`src/rtl/sync_fifo_flags.sv`:
```
// Parameterised single-clock FIFO with occupancy count, programmable almost flags,
// standard or first-word-fall-through read, sticky error flags and synchronous flush.
module sync_fifo_flags #(
    parameter int DATA_WIDTH = 8,
    parameter int DEPTH      = 32,
    parameter int AF_LEVEL   = 28,
    parameter int AE_LEVEL   = 4,
    parameter int FWFT       = 0,
    localparam int AW        = (DEPTH > 1) ? $clog2(DEPTH) : 1,
    localparam int CW        = $clog2(DEPTH + 1)
) (
    input  logic                  clock,
    input  logic                  reset_n,
    input  logic                  flush,
    input  logic [DATA_WIDTH-1:0] data_in,
    input  logic                  write_en,
    output logic                  full,
    output logic                  almost_full,
    input  logic                  read_en,
    output logic [DATA_WIDTH-1:0] data_out,
    output logic                  rd_valid,
    output logic                  empty,
    output logic                  almost_empty,
    output logic [CW-1:0]         count,
    output logic                  overflow,
    output logic                  underflow,
    input  logic                  clear_err
);

    logic [DATA_WIDTH-1:0] mem [DEPTH];
    logic [AW-1:0]         wr_ptr;
    logic [AW-1:0]         rd_ptr;
    logic [CW-1:0]         count_r;
    logic                  rd_acc;
    logic                  wr_acc;
    logic                  rd_do;
    logic                  wr_do;

    // Explicit wrap so non-power-of-two depths use exactly DEPTH slots.
    function automatic logic [AW-1:0] ptr_inc(input logic [AW-1:0] p);
        return (p == AW'(DEPTH - 1)) ? '0 : p + AW'(1);
    endfunction

    assign count        = count_r;
    assign empty        = (count_r == '0);
    assign full         = (count_r == CW'(DEPTH));
    assign almost_full  = (count_r >= CW'(AF_LEVEL));
    assign almost_empty = (count_r <= CW'(AE_LEVEL));

    assign rd_acc = read_en && !empty;
    assign wr_acc = write_en && (!full || rd_acc);
    // Flush swallows same-cycle requests entirely, including their error side effects.
    assign rd_do  = rd_acc && !flush;
    assign wr_do  = wr_acc && !flush;

    always_ff @(posedge clock) begin
        if (!reset_n) begin
            wr_ptr  <= '0;
            rd_ptr  <= '0;
            count_r <= '0;
        end else if (flush) begin
            wr_ptr  <= '0;
            rd_ptr  <= '0;
            count_r <= '0;
        end else begin
            if (wr_do) wr_ptr <= ptr_inc(wr_ptr);
            if (rd_do) rd_ptr <= ptr_inc(rd_ptr);
            case ({wr_do, rd_do})
                2'b10:   count_r <= count_r + CW'(1);
                2'b01:   count_r <= count_r - CW'(1);
                default: count_r <= count_r;
            endcase
        end
    end

    always_ff @(posedge clock) begin
        if (wr_do) mem[wr_ptr] <= data_in;
    end

    always_ff @(posedge clock) begin
        if (!reset_n) begin
            overflow  <= 1'b0;
            underflow <= 1'b0;
        end else begin
            if (clear_err) begin
                overflow  <= 1'b0;
                underflow <= 1'b0;
            end
            if (write_en && !wr_acc && !flush) overflow  <= 1'b1;
            if (read_en && empty && !flush)    underflow <= 1'b1;
        end
    end

    generate
        if (FWFT == 0) begin : g_std
            always_ff @(posedge clock) begin
                if (!reset_n) begin
                    data_out <= '0;
                    rd_valid <= 1'b0;
                end else begin
                    rd_valid <= rd_do;
                    if (rd_do) data_out <= mem[rd_ptr];
                end
            end
        end else begin : g_fwft
            assign rd_valid = !empty;
            assign data_out = empty ? '0 : mem[rd_ptr];
        end
    endgenerate

endmodule

```
`config.mk`:
```
export PLATFORM = sky130hd
export DESIGN_NAME = sync_fifo_flags
export DESIGN_NICKNAME = d
export VERILOG_FILES = /design/src/rtl/sync_fifo_flags.sv
export SDC_FILE = /design/constraint.sdc
export NUM_CORES = 1
export LEC_CHECK = 0
export BUFFER_PORTS_ARGS = -buffer_cell sky130_fd_sc_hd__buf_2
export CAP_MARGIN = 20
export CORE_MARGIN = 2
export CORE_UTILIZATION = 55
export CTS_CLUSTER_SIZE = 30
export DETAILED_ROUTE_END_ITERATION = 7
export PLACE_DENSITY = 0.75
export SLEW_MARGIN = 0
export SYNTH_ARGS = -nofsm -noshare
export SYNTH_HDL_FRONTEND = slang
export SYNTH_SLANG_ARGS = --single-unit
```
`constraint.sdc`:
```
create_clock -name clock -period 4.5 [get_ports clock]
set_clock_uncertainty 0.15 [all_clocks]
set_input_delay 0 -clock clock [delete_from_list [all_inputs] [get_ports clock]]
set_output_delay 0 -clock clock [all_outputs]
set_load 0.005 [all_outputs]
```
---- After elaboration in Yosys (flattened, before gate mapping) ----
Memories as Yosys holds them, arrays and structs flattened. A register that Yosys moved wholly into a read port is not among the register bits.
Cells that the tools add are included.
word-level totals
  bits in writable memories ............... 256
  word-level logic and storage cells ...... 46
  bits in registers ....................... 19
  output and inout bits ................... 21
  memories kept ........................... 1
  input port bits ......................... 14
memories
  memory  depth  bits a word  read ports  clocked after Yosys merged registers in  write ports  line  text
  mem     32     8            1           1                                        1            30    logic [DATA_WIDTH-1:0] mem [DEPTH];
operators by class
  add/sub/neg operators ................... 4
  mux-type cells .......................... 8
  eq/ne operators ......................... 5
  bitwise logic cells ..................... 1
  reductions and logical operators ........ 19
  $lt $le $gt $ge ......................... 2
operators by type and width
  operator                                             number
  case mux 6 bit (2 select lines)                      1
  adder 5 x 1 -> 5 bit, second input constant          2
  == test 5 bit, second input constant                 2
  two-way mux 5 bit                                    2
  logical AND 1 bit                                    8
  adder 6 x 1 -> 6 bit, second input constant          1
  == test 6 bit, second input constant                 1
  >= comparator 6 x 5 -> 1 bit, second input constant  1
  <= comparator 6 x 3 -> 1 bit, second input constant  1
  logical NOT 6 bit                                    1
  nonzero test 2 bit                                   3
  subtractor 6 x 1 -> 6 bit, second input constant     1
  logical NOT 1 bit                                    5
  two-way mux 1 bit                                    5
  == test 2 x 1 -> 1 bit, second input constant        1
  == test 2 bit, second input constant                 1
  OR reduction 2 bit                                   1
  logical OR 1 bit                                     1
  inverter 1 bit                                       1

---- Depth between registers and ports, before layout ----
  word-level depth ........................ 9
  gate-level depth with buffers ........... 15
  gate-level depth less buffers ........... 12

---- Worst setup path after synthesis ----
No wires, ideal clock.
  path type ............................... register to register
  start point ............................. register count_r[3], in the netlist count[3]
  end point ............................... register count_r[4], in the netlist count[4]
  data required time ...................... 4.227 ns
  setup time .............................. 0.123 ns
  clock period less this slack ............ 3.444 ns
  arrival ................................. 3.171 ns
  setup slack ............................. 1.056 ns
  stages on the path, launching flop included .. 16
  path through ............................ dfxtp_1 buf_6 or2_1 buf_6 o41ai_4 inv_2 buf_2 ha_1 clkbuf_1 xor2_1 ha_1 a21oi_1 o22ai_1 a222oi_1 or3_1 a21oi_1
RTL lines
  what                                                                          line  text
  start, declared                                                               33    logic [CW-1:0] count_r;
  start signal, assigned                                                        69    2'b10: count_r <= count_r + CW'(1);
  start signal, assigned                                                        70    2'b01: count_r <= count_r - CW'(1);
  start signal, assigned                                                        71    default: count_r <= count_r;
  logical NOT 6 bit (*)                                                         45    assign empty = (count_r == '0);
  logical NOT 1 bit (*)                                                         50    assign rd_acc = read_en && !empty;
  logical AND 1 bit (*)                                                         50
  logical AND 1 bit (*)                                                         53    assign rd_do = rd_acc && !flush;
  net rd_do                                                                     36    logic rd_do;
  == test 2 x 1 -> 1 bit / == test 2 bit (equally long branches)                68    case ({wr_do, rd_do})
  case mux 6 bit (2 select lines) / nonzero test 2 bit (equally long branches)  --
The timed path passes the listed nets; every way through them passes the cells marked *.
A chain may end at the register's enable or synchronous reset.

---- Worst setup path after layout ----
  start point ............................. register count_r[3], in the netlist count[3]
  end point ............................... register count_r[4], in the netlist count[4]
between the ends
  longest elaborated chain between the ends .. 8
RTL lines
  what                                                                          line  text
  logical NOT 6 bit                                                             45
  logical NOT 1 bit                                                             50
  logical AND 1 bit                                                             50
  logical OR 1 bit                                                              51    assign wr_acc = write_en && (!full || rd_acc);
  logical AND 1 bit                                                             51
  logical AND 1 bit                                                             54    assign wr_do = wr_acc && !flush;
  == test 2 x 1 -> 1 bit / == test 2 bit (equally long branches)                68
  case mux 6 bit (2 select lines) / nonzero test 2 bit (equally long branches)  --
Parallel ways exist; a longest one is shown, timed or not.

==> results.txt <==
- The flow ran to the end, and the final reports show no timing, DRC or antenna violations.
* Startpoint-to-endpoint class of the critical path: reg2reg
* Wire length of the first global-routing pass: 37900 um
* Diode count: 0
* Final period utilization: 0.871
* Worst Reg-to-Reg Cells: 11
- Among all flip-flop cells after synthesis, the most frequent one is edfxtp_1.
- Setup repair after global routing left no endpoint under its margin.
- Synthesized netlist net count: 690
* Total die area: 22000 um^2
- Clock-pin slew was measured on the worst setup and hold paths at 0.06 ns.
- Ys Warns: 0
- TritonCTS built the clock tree.
- The first TritonRoute pass finished after 5 iterations.
* DRC viols: 0
- Required time of the critical path: 4.75 ns
- The initial antenna violation count came to 1.
- Crit-path max FO: 18
- Largest net degree at the start of global routing: 35
- Combinational family with the most area after synthesis: multiplexers
* Final-layout setup total negative slack: 0 ns
- Data on the critical path arrives at its endpoint at 4.17 ns.
* Buffers inserted during post-CTS setup optimization: 0
* Source-to-sink clock delay at the later pin of the worst-skew pair: 0.54 ns
- Via count of the first global-routing pass: 6450
* Total power after layout: 5340 uW
* Estimated wirelength of the detail-placed design: 15100 um
* Power per standard cell area: 414 nW/um^2
* Stages on the worst setup path: 11
- Congestion Overflow GR: 0
- The signal on the critical path passes through or2_1 > o41ai_4 > inv_2 > ha_1 > xor2_1 > ha_1 > a21oi_1 > o22ai_1 > a222oi_1 > or3_1 > a21oi_1.
- Max-cap violations in this run came to 0.
- Gates resized during post-CTS repair numbered 0.
* Overall Global Routing Usage: 0.230
- Cell count after placement: 936
- No sink is reached through more buffers than the 3 on the longest clock path.
* Vias: 6364
* Worst Max-Slew Pin Slew: 0.943 ns
- The cell area that synthesis handed to floorplanning was 11400 um^2.
- Synthesized instance count: 666
* CP bufs+invs: 1
- Share of synthesized area spent on multiplexers: 0.130
- The max-slew violation count is 0.
- Clk root buf: clkbuf_16
- Headroom to the max-slew limit came out at 0.370.
- Of the total synthesized cell area, the portion taken by full adders, half adders and majority gates is 0.0109.
* Synthesized-area fraction occupied by and/or/nand/nor cells: 0.0587
- CTS saw 283 sinks.
- Routability cong.: 0.942
* Number of nets in the layout: 736
- Cell Rows: 52
- Vias per std cell: 6.34
- Subtracting the final worst setup slack from the clock period gives 3.92 ns.
- The share of the synthesized area in compound gates (AO/OA/AOI/OAI) came to 0.0566.
- Slowest library cell on the worst path: o41ai_4
- The number of different library cells used by synthesis comes to 60.
- Worst VDD drop: 0.000342 V
- X dimension of the die: 148 um
- Iter 0 DRT Violations: 672
- Of the cells placed in the final design, the portion with a size suffix greater than 1 is 0.199.
* Part of the Yosys area used for sequential elements: 0.719
- In this run the static leakage power is 0.00408 uW.
- Buffers placed on the I/O ports in this run total 34.
- In this run the vertical extent of the chip is 148 um.
- Crit end category: flip-flop
- Of the total synthesized cell area, the portion taken by XOR and XNOR cells is 0.00383.
- The worst setup path is launched from a flip-flop.
* Hold Path Stages: 6
- Synth Register Bits: 283
- H-tree lvl count: 1
- Initial core utilization: 0.564
- Aggregate routed wire length: 24700 um
* Largest delay share family, worst path: compound AO/OA/AOI/OAI gates
* Average size of a mapped cell: 17.2 um^2
* Final antenna-violating net count: 0
* Ports placed on the boundary: 35
- Async S/R FF share, synth: 0
* EDFF count, synth: 256
* Final number of setup-violating endpoints: 0
- Crit path largest cell delay: 0.65 ns
- Total core area: 20300 um^2
* FMAX: 255 MHz
* Hold-fix buffers, CTS: 16
- In the final routed layout, each cell accounts on average for 24.6 um.
- Relative to the synthesized area, the layout overhead comes to 12.7%.
- The count of endpoints failing hold in the final timing report was 0.
- Leaving out filler cells and counting taps, the final layout contains 1003.
* Inserted Clock Buffers: 28
- Type of the worst min-delay path: in2reg
-- worst paths after layout --
check | startpoint | end | slack [ns]
worst max register to register | count[3] | count[4] | 0.58
worst min register to register | data_out[3] | data_out[3] | 0.39
worst min-delay path | read_en | wr_ptr[4] | 0.02
worst max-delay path | count[3] | count[4] | 0.58
-- cell usage in the layout, fill, tap and decap left out, types with 3 or more instances in the layout --
cell type / instances
edfxtp_1: 256
mux4_2: 52
nor2_1: 49
buf_2: 34
mux2i_1: 30
clkbuf_16: 29
nand2_1: 28
a21oi_1: 27
dfxtp_1: 25
o21ai_0: 18
dlygate4sd3_1: 16
nor2b_1: 11
ha_1: 10
inv_1: 9
clkinv_1: 9
nor3_1: 8
nand3_1: 8
a22oi_1: 7
a31oi_1: 7
or3_1: 5
nand4_1: 5
and3_1: 4
nand3b_1: 4
a211oi_1: 4
xor2_1: 4
o31ai_1: 4
clkinv_2: 4
bufinv_16: 4
buf_4: 4
inv_2: 3
o211ai_1: 3
a221oi_1: 3
a2111oi_0: 3
nand2b_1: 3
o21a_1: 3
-- cells by family (layout without fill, tap and decap cells) --
kind of cell | after synthesis | count (layout)
DFF | 283 | 283
and+or+nand+nor | 138 | 138
muxes | 83 | 83
AOI/OAI and AO/OA | 96 | 96
adders and majority gates | 10 | 10
xor gates and xnor gates | 5 | 5
buffers and inverters | 51 | 118
-- per-stage QoR --
stage | instance area [um^2] | util | setup slack [ns] | hold slack [ns]
after floorplan | 11400 | - | 1.06 | -0.0511
after global routing | 12900 | 0.636 | 0.319 | 0.0904
final | 12900 | 0.636 | 0.578 | 0.0179
after CTS | 12900 | 0.636 | 0.668 | 0.00436
after detailed placement | 11800 | 0.582 | 0.667 | 0.187
after global placement | 11800 | 0.582 | 0.970 | 0.179
-- layer usage --
layer / track usage / up-vias / wire length [um]
li1: - / 2759 / -
met5: 0 / - / 19
met4: 0.0710 / 2 / 817
met1: 0.322 / 3225 / 10000
met3: 0.0540 / 67 / 2140
met2: 0.366 / 311 / 11700
-- final cells by class --
type | instances | area (um^2)
inverter | 12 | 45.0
clock buffer | 31 | 733
clock inverter | 20 | 201
multi-input combinational | 332 | 2970
timing repair buffer | 55 | 380
fill | 1402 | 7400
sequential | 283 | 8230
tap | 270 | 338
-- state kept, by name (all words and copies together) (netlist names) --
name,count
underflow,1
mem,256
rd_valid,1
wr_ptr,5
data_out,8
rd_ptr,5
overflow,1
count,6
-- Yosys cell counts (all sizes together), types with 2 or more instances --
library cell,instances,area share
a221oi,3,0.0023
o211ai,3,0.0020
o22ai,2,0.0011
edfxtp,256,0.67
o31ai,4,0.0026
or2,2,0.0011
mux4,52,0.10
a211oi,4,0.0026
nand4,5,0.0027
nand3,8,0.0035
o21ai,18,0.0079
nand3b,4,0.0026
a22oi,7,0.0046
nand2,29,0.0097
nor3,8,0.0035
dfxtp,27,0.047
clkbuf,20,0.0066
o2111ai,2,0.0015
or3,5,0.0027
ha,10,0.011
a21oi,27,0.012
xor2,4,0.0031
a311oi,2,0.0015
nor2,50,0.017
nor2b,11,0.0060
and3,4,0.0022
a2111oi,3,0.0023
inv,12,0.0039
a31oi,7,0.0038
or4b,2,0.0017
mux2i,30,0.026
nor4,2,0.0011
nand2b,3,0.0016
o21a,3,0.0020
buf,19,0.011
-- tightest hold or removal path, stage by stage --
cell	delay (ns)
buf_2	0.09
nor3_1	0.06
nor2_2	0.21
inv_2	0.13
nand2_1	0.09
a21oi_1	0.06
-- report_power, final --
| group | total (uW) | switching [uW] | leakage, uW | internal, uW |
|---|---|---|---|---|
| sequential | 2870 | 6.03 | 0.00252 | 2870 |
| clock | 2360 | 957 | 0.000456 | 1400 |
| combinational | 107 | 73.7 | 0.00110 | 32.9 |
Note: power is estimated with default switching activity, not from simulation.
